File: src/rtl/frog_game_ctrl.sv
// Frame-rate game-state controller: tracks lives, level and score from row
// collisions and frog position, and drives win/lose/Speed back to the car rows.
module frog_game_ctrl #(
  parameter int unsigned NUM_ROWS     = 5,
  parameter int unsigned LIVES        = 3,
  parameter logic [10:0] GOAL_Y       = 11'd40,
  parameter logic [5:0]  DEATH_FRAMES = 6'd30,
  parameter logic [5:0]  BASE_SPEED   = 6'd4,
  parameter logic [5:0]  SPEED_STEP   = 6'd3,
  parameter logic [2:0]  MAX_LEVEL    = 3'd7
) (
  input  logic                frame_clk,
  input  logic                Reset,
  input  logic                Start,
  input  logic [NUM_ROWS-1:0] Car_Collision,
  input  logic [NUM_ROWS-1:0] Row_Enable,
  input  logic [10:0]         Frog_Y,
  output logic                win,
  output logic                lose,
  output logic                Game_Over,
  output logic [2:0]          Game_State,
  output logic [1:0]          Lives,
  output logic [2:0]          Level,
  output logic [5:0]          Speed,
  output logic [15:0]         Score
);

  localparam int unsigned SUM_W = 10;

  typedef enum logic [2:0] {
    IDLE      = 3'd0,
    PLAY      = 3'd1,
    DEAD      = 3'd2,
    LEVEL_UP  = 3'd3,
    GAME_OVER = 3'd4
  } state_t;

  state_t             state;
  logic [5:0]         death_cnt;
  logic               hit;
  logic               goal;
  logic [SUM_W-1:0]   speed_sum;
  logic [5:0]         speed_clip;

  // Only enabled rows can kill the frog; goal is an unsigned compare on the top edge.
  always_comb begin
    hit        = |(Car_Collision & Row_Enable);
    goal       = (Frog_Y <= GOAL_Y);
    speed_sum  = SUM_W'(BASE_SPEED) + SUM_W'(Level) * SUM_W'(SPEED_STEP);
    speed_clip = (speed_sum > SUM_W'(63)) ? 6'd63 : speed_sum[5:0];
  end

  assign Game_State = state;

  // Game FSM; win/lose/Game_Over are registered alongside the state they decode.
  always_ff @(posedge frame_clk or posedge Reset) begin
    if (Reset) begin
      state     <= IDLE;
      Lives     <= 2'(LIVES);
      Level     <= 3'd0;
      Score     <= 16'd0;
      death_cnt <= 6'd0;
      win       <= 1'b0;
      lose      <= 1'b0;
      Game_Over <= 1'b0;
      Speed     <= BASE_SPEED;
    end else begin
      Speed <= speed_clip;
      case (state)
        IDLE: begin
          if (Start) begin
            state <= PLAY;
            Lives <= 2'(LIVES);
            Level <= 3'd0;
            Score <= 16'd0;
          end
        end
        PLAY: begin
          if (hit) begin
            state     <= DEAD;
            Lives     <= Lives - 2'd1;
            death_cnt <= 6'd0;
            lose      <= 1'b1;
          end else if (goal) begin
            state <= LEVEL_UP;
            win   <= 1'b1;
          end
        end
        DEAD: begin
          death_cnt <= death_cnt + 6'd1;
          if (death_cnt == DEATH_FRAMES - 6'd1) begin
            lose <= 1'b0;
            if (Lives == 2'd0) begin
              state     <= GAME_OVER;
              Game_Over <= 1'b1;
            end else begin
              state <= PLAY;
            end
          end
        end
        LEVEL_UP: begin
          state <= PLAY;
          win   <= 1'b0;
          if (Level != MAX_LEVEL) Level <= Level + 3'd1;
          if (Score != 16'hFFFF)  Score <= Score + 16'd1;
        end
        GAME_OVER: begin
          if (Start) begin
            state     <= PLAY;
            Game_Over <= 1'b0;
            Lives     <= 2'(LIVES);
            Level     <= 3'd0;
            Score     <= 16'd0;
          end
        end
        default: begin
          state     <= IDLE;
          win       <= 1'b0;
          lose      <= 1'b0;
          Game_Over <= 1'b0;
        end
      endcase
    end
  end

endmodule

File: config.mk
export PLATFORM = sky130hd
export DESIGN_NAME = frog_game_ctrl
export DESIGN_NICKNAME = d
export VERILOG_FILES = /design/src/rtl/frog_game_ctrl.sv
export SDC_FILE = /design/constraint.sdc
export NUM_CORES = 1
export LEC_CHECK = 0
export CORE_ASPECT_RATIO = 1.2
export CORE_MARGIN = 8
export CORE_UTILIZATION = 43
export DETAILED_ROUTE_END_ITERATION = 16
export PLACE_DENSITY = 0.75
export SLEW_MARGIN = 10
export SYNTH_ARGS = -nofsm -noshare
export SYNTH_HDL_FRONTEND = slang
export SYNTH_SLANG_ARGS = --single-unit
File: constraint.sdc
create_clock -name frame_clk -period 2 [get_ports frame_clk]
set_input_delay 0.2 -clock frame_clk [delete_from_list [all_inputs] [get_ports frame_clk]]
set_output_delay 0.2 -clock frame_clk [all_outputs]
set_load 0.1 [all_outputs]
==> flow_summary.ini, run 1 <==
[timing]
setup_ws_ns = 0.09748
drv_slew = 0
setup_violations = 0
fin_skew_ns = 0.006314
finalSetupTns_ns = 0
max_freq_mhz = 525.6
fin_crit_sh_pct = 95.13
final-hold-violation-count = 0
period_needed_ns = 1.903
rsz0062_at_grt = yes

[global_routing]
gr-total-overflow = 0
grt_pass1_wl_um = 8052
grtUsageTotal_pct = 13.54
grt_max_degree = 39
first_global_vias = 1837
antenna_found_initial = 0

[clock_tree]
htreeDepth = 2
ctsHoldBuffers = 0
post_cts_resized = 0
cts_tree = done
numCtsBuffers = 5
max-clock-path-buffers = 2
cts_setup_buffers = 0
clk_pin_slew_ns = 0.08
clock-sinks = 38
clock_latency_ns = 0.29
cts_root_buffer = clkbuf_8

[floorplan]
die_h_um = 92.77
die_w_um = 79.98
die_area_um2 = 7419
row_count = 28
start_util_pct = 43.69
ios = 57
coreArea_um2 = 4835

[critical_path]
slowest_delay_ns = 0.53
crit_family = simple AND/OR/NAND/NOR gates
critPathLaunchType = register
crit_slowest_cell = dfrtp_4
endpoint_kind = register
cp_num_buf_inv = 0
crit_required_ns = 2.23
ff2ff_path_depth = 5
crit_arrival_ns = 2.13
path_class = register to register
worstPathMaxFanout = 11
path_cells = or3b_1, a211oi_4, nand4_1, or4_1, nand2_1
path_depth = 5

[power]
powerDensity_nw_per_um2 = 1366
p_leak_nw = 1.268
irDropWorstVdd_v = 0.0007966

[synthesis]
synth_top_area_share_pct = 41.47
synth_area_um2 = 2112
synth-main-ff-cell = dfrtp_1
syn_area_per_cell_um2 = 9.345
yosysTopAreaCell = dfrtp_1
synthCells = 226
synth_edf_count = 0
synth_cell_types = 47
ys_seq_area_share_pct = 45.20
syn-num-nets = 261
yosys_warnings = 0
synth_async_sr_flop_share_pct = 100.0
synth.area.top_cells = dfrtp_1 41%, ha_1 5.9%, o21ai_0 4.7%
ys_ff_latch = 38

[route]
wl_per_cell_um = 13.99
drtIter0Drc = 134
num_vias = 1887
first_pass_iters = 4
finalWirelength_um = 4910
vias_per_cell = 5.376
ant_nets = 0
drc_errors = 0

[placed_design]
place.gp.congestion = 0.8290
portBuffers = 55
dp_hpwl_um = 3820
place_ws_ns = -0.007278

[run_status]
outcome = finished, final reports clean

[flow_run]
cap_violations = 0

[layout]
area_delta_synth_final_pct = 33.18
diodes = 0
nets = 325
drive_above_1_share_pct = 27.15

[worst_hold_path]
hold_class = input pin to async pin
cell usage after synthesis, drive strengths merged, types with 2 or more instances:
| library cell | count |
|---|---|
| a211oi | 3 |
| a21oi | 7 |
| a22oi | 3 |
| a31oi | 6 |
| a41oi | 2 |
| and2 | 2 |
| and3 | 4 |
| and3b | 3 |
| and4 | 3 |
| buf | 6 |
| clkbuf | 3 |
| dfrtp | 35 |
| dfstp | 3 |
| ha | 10 |
| inv | 12 |
| nand2 | 22 |
| nand2b | 3 |
| nand3 | 15 |
| nand3b | 2 |
| nand4 | 5 |
| nor2 | 19 |
| nor3 | 8 |
| nor4 | 2 |
| o211ai | 2 |
| o21ai | 20 |
| o22ai | 2 |
| o31a | 2 |
| or2b | 2 |
| xor2 | 7 |
area by class of cell:
type | count | area, um2
clock buffer | 6 | 82.58
clock inverter | 2 | 12.51
fill | 456 | 2022
inverter | 12 | 45.04
multi-input combinational | 167 | 1059
sequential | 38 | 985.9
tap | 60 | 75.07
timing repair buffer | 66 | 553.0
where the power goes:
group | total, W | switching [W] | internal [W]
Clock | 0.000546 | 0.000269 | 0.000277
Combinational | 0.00214 | 0.00159 | 0.000541
Sequential | 0.00116 | 0.000181 | 0.000980
through the flow:
stage | utilization [%] | power (W) | instance area (um2) | hold WS [ns] | std cells
final | 58.18 | 0.003842 | 2813 | 0.3209 | 351
after global routing | 58.18 | 0.004073 | 2813 | 0.3999 | 351
after CTS | 58.18 | 0.003881 | 2813 | 0.3400 | 351
after detailed placement | 56.21 | 0.003330 | 2718 | 0.4977 | 343
after global placement | 56.21 | 0.003287 | 2718 | 0.4821 | 343
after floorplan | - | 0.002843 | 2151 | 0.3889 | 226
cells by family after synthesis:
family	Yosys count	share of synthesized area [%]
compound gates	53	16.23
other cells	1	0.1776
simple gates	94	23.10
flops	38	45.20
fa+ha+maj	11	6.872
xor+xnor	7	2.903
buf+inv	21	5.035
mux	1	0.4740
worst register-to-register path, stage by stage (launching register included):
cell	delay, ns
dfrtp_4	0.53
or3b_1	0.45
a211oi_4	0.24
nand4_1	0.15
or4_1	0.41
nand2_1	0.07
final timing paths:
path	slack (ns)	from	end
setup / recovery	0.1	Game_State[0]	Score[13]
min in group frame_clk	0.51	death_cnt[5]	death_cnt[5]
hold reg to reg	0.51	death_cnt[5]	death_cnt[5]
max in group asynchronous	1.32	Reset	Game_State[1]
hold / removal	0.32	Reset	Game_State[2]
setup reg to reg	0.1	Game_State[0]	Score[13]
registers in the layout (all words and copies together), names as in the netlist:
register	count
Speed	5
Score	16
lose	1
death_cnt	6
Game_Over	1
Level	3
win	1
Lives	2
Game_State	3
cells in the final DEF (no fill, tap or decap), types with 2 or more instances in the layout:
cell type,netlist,layout
a211oi_1,2,2
a21oi_1,7,7
a22oi_1,3,3
a31oi_1,6,6
and2_1,2,2
and3_1,4,4
and3b_1,2,2
and4_1,3,3
buf_4,3,43
clkbuf_8,0,6
clkdlybuf4s50_1,0,23
dfrtp_1,35,14
dfrtp_2,0,19
dfrtp_4,0,2
dfstp_2,3,3
ha_1,10,10
inv_1,12,12
nand2_1,22,22
nand2b_1,3,3
nand3_1,15,15
nand3b_1,2,2
nand4_1,5,5
nor2_1,19,19
nor3_1,7,7
nor4_1,2,2
o211ai_1,2,2
o21ai_0,20,20
o22ai_1,2,2
o31a_1,2,2
or2b_1,2,2
xor2_1,7,7
routing by layer:
layer  up-vias  part of all wire [%]  track usage, %
li1        936                     -               -
met1       902                    37           13.45
met2        44                    56           25.12
met3         5                   5.2           4.264
met4         0                  0.98           5.167
met5         -                     0               0
Note: power is estimated with default switching activity, not from simulation.
==> run 2: changes to the inputs <==
PLACE_DENSITY = default   (was 0.75)
PLACE_DENSITY_LB_ADDON = 0.1   (was default)
==> run 2 against run 1 <==
Against the previous run: flip-flop and latch count stayed put; fmax is 0.81% higher; combinational power hardly changed; worst hold slack better by 0.0093 ns; global-route usage is 0.43 points higher; highest routed layer unchanged; design area is 0.67% higher; critical path type unchanged; cell count is 0.85% higher; register-to-register slack better by 0.02 ns.
==> flow_summary.ini, run 2 (synthesis gave the netlist of run 1 again) <==
[critical_path]
worstPathMaxFanout = 11
crit_required_ns = 2.23
crit_arrival_ns = 2.12
slowest_delay_ns = 0.53
ff2ff_path_depth = 5
path_cells = or3b_1, a211oi_4, nand4_1, or4_1, nand2_1
crit_slowest_cell = dfrtp_4
r2r_setup_slack_ns = 0.11
endpoint_kind = register
critPathLaunchType = register
path_class = register to register

[worst_hold_path]
hold_class = input pin to async pin

[floorplan]
die_h_um = 92.77
ios = 57
start_util_pct = 43.69
die_w_um = 79.98
row_count = 28
coreArea_um2 = 4835
die_area_um2 = 7419

[route]
first_pass_iters = 4
finalWirelength_um = 4887
drc_errors = 0
num_vias = 1860
drtIter0Drc = 67
vias_per_cell = 5.254
wl_per_cell_um = 13.81
ant_nets = 0

[timing]
fin_skew_ns = 0.008215
max_freq_mhz = 529.9
fin_crit_sh_pct = 94.37
period_needed_ns = 1.887
final-hold-violation-count = 0
holdWs_ns = 0.3302
setup_violations = 0
finalSetupTns_ns = 0
drv_slew = 0
rsz0062_at_grt = no

[clock_tree]
clock_latency_ns = 0.29
clk_pin_slew_ns = 0.08
htreeDepth = 2
numCtsBuffers = 5
post_cts_resized = 0
ctsHoldBuffers = 0
clock-sinks = 38
cts_root_buffer = clkbuf_8
max-clock-path-buffers = 2
cts_tree = done
cts_setup_buffers = 0

[layout]
nets = 328
mostFrequentLayoutCell = buf_4
largest-register = Score
area_delta_synth_final_pct = 34.06
drive_above_1_share_pct = 27.55
largest_register_ffs = 16
diodes = 0
largestRegisters = Score: 16 flops, death_cnt: 6 flops, Speed: 5 flops
mostFrequentLayoutCells = 46 x buf_4, 23 x clkdlybuf4s50_1, 22 x nand2_1
fin_area_um2 = 2831

[power]
p_total_w = 0.003864
irDropWorstVdd_v = 0.0008463
powerDensity_nw_per_um2 = 1365
p_leak_nw = 1.284

[global_routing]
antenna_found_initial = 0
grt_pass1_wl_um = 8424
grt_max_degree = 39
first_global_vias = 1878
gr-total-overflow = 0
grtUsageTotal_pct = 13.98

[placed_design]
place_area_um2 = 2740
dp_hpwl_um = 3739
place.gp.congestion = 0.8563
portBuffers = 55

[run_status]
outcome = finished, final reports clean

[flow_run]
cap_violations = 0
[run 2: metrics by stage]
stage,utilization (%),worst slack (ns),instances
finish,58.57,0.1127,354
global route,58.57,0.01776,354
CTS,58.57,0.1300,354
detailed placement,56.68,-0.01347,346
global placement,56.68,0.001683,346
floorplan,-,-0.1936,226
[run 2: worst max-delay path, delay by kind of cell (launching register included)]
family | cells | cell delay (ns)
AOI/OAI and AO/OA | 1 | 0.23
DFF | 1 | 0.53
and+or+nand+nor | 4 | 1.07
[run 2: where the power goes]
part,internal [W],switching [W],leakage [nW],total (W)
sequential,0.000980,0.000176,0.463,0.00116
combinational,0.000567,0.00159,0.773,0.00216
clock,0.000278,0.000270,0.0482,0.000548
[run 2: final timing paths]
| kind | endpoint | start |
|---|---|---|
| max | Score[13] | Game_State[0] |
| min | lose | Reset |
| max reg2reg | Score[13] | Game_State[0] |
| min reg2reg | death_cnt[5] | death_cnt[5] |
| max in group asynchronous | Level[2] | Reset |
| min in group frame_clk | death_cnt[5] | death_cnt[5] |
[run 2: per-layer routing]
| metal | share of wire, % | up-vias | wire length [um] | track usage (%) |
|---|---|---|---|---|
| li1 | - | 935 | - | - |
| met1 | 41 | 854 | 2015 | 15.02 |
| met2 | 50 | 62 | 2431 | 24.44 |
| met3 | 7.4 | 9 | 364 | 4.845 |
| met4 | 1.5 | 0 | 75 | 5.015 |
| met5 | 0 | - | 0 | 0 |
[run 2: area by class of cell]
class / count / area (um2)
clock buffers: 7 / 86.33
multi-input cells: 167 / 1059
inverters: 12 / 45.04
fillers: 460 / 2003
clock inverters: 1 / 5.005
repair buffers: 69 / 575.6
flip-flops and latches: 38 / 985.9
well taps: 60 / 75.07
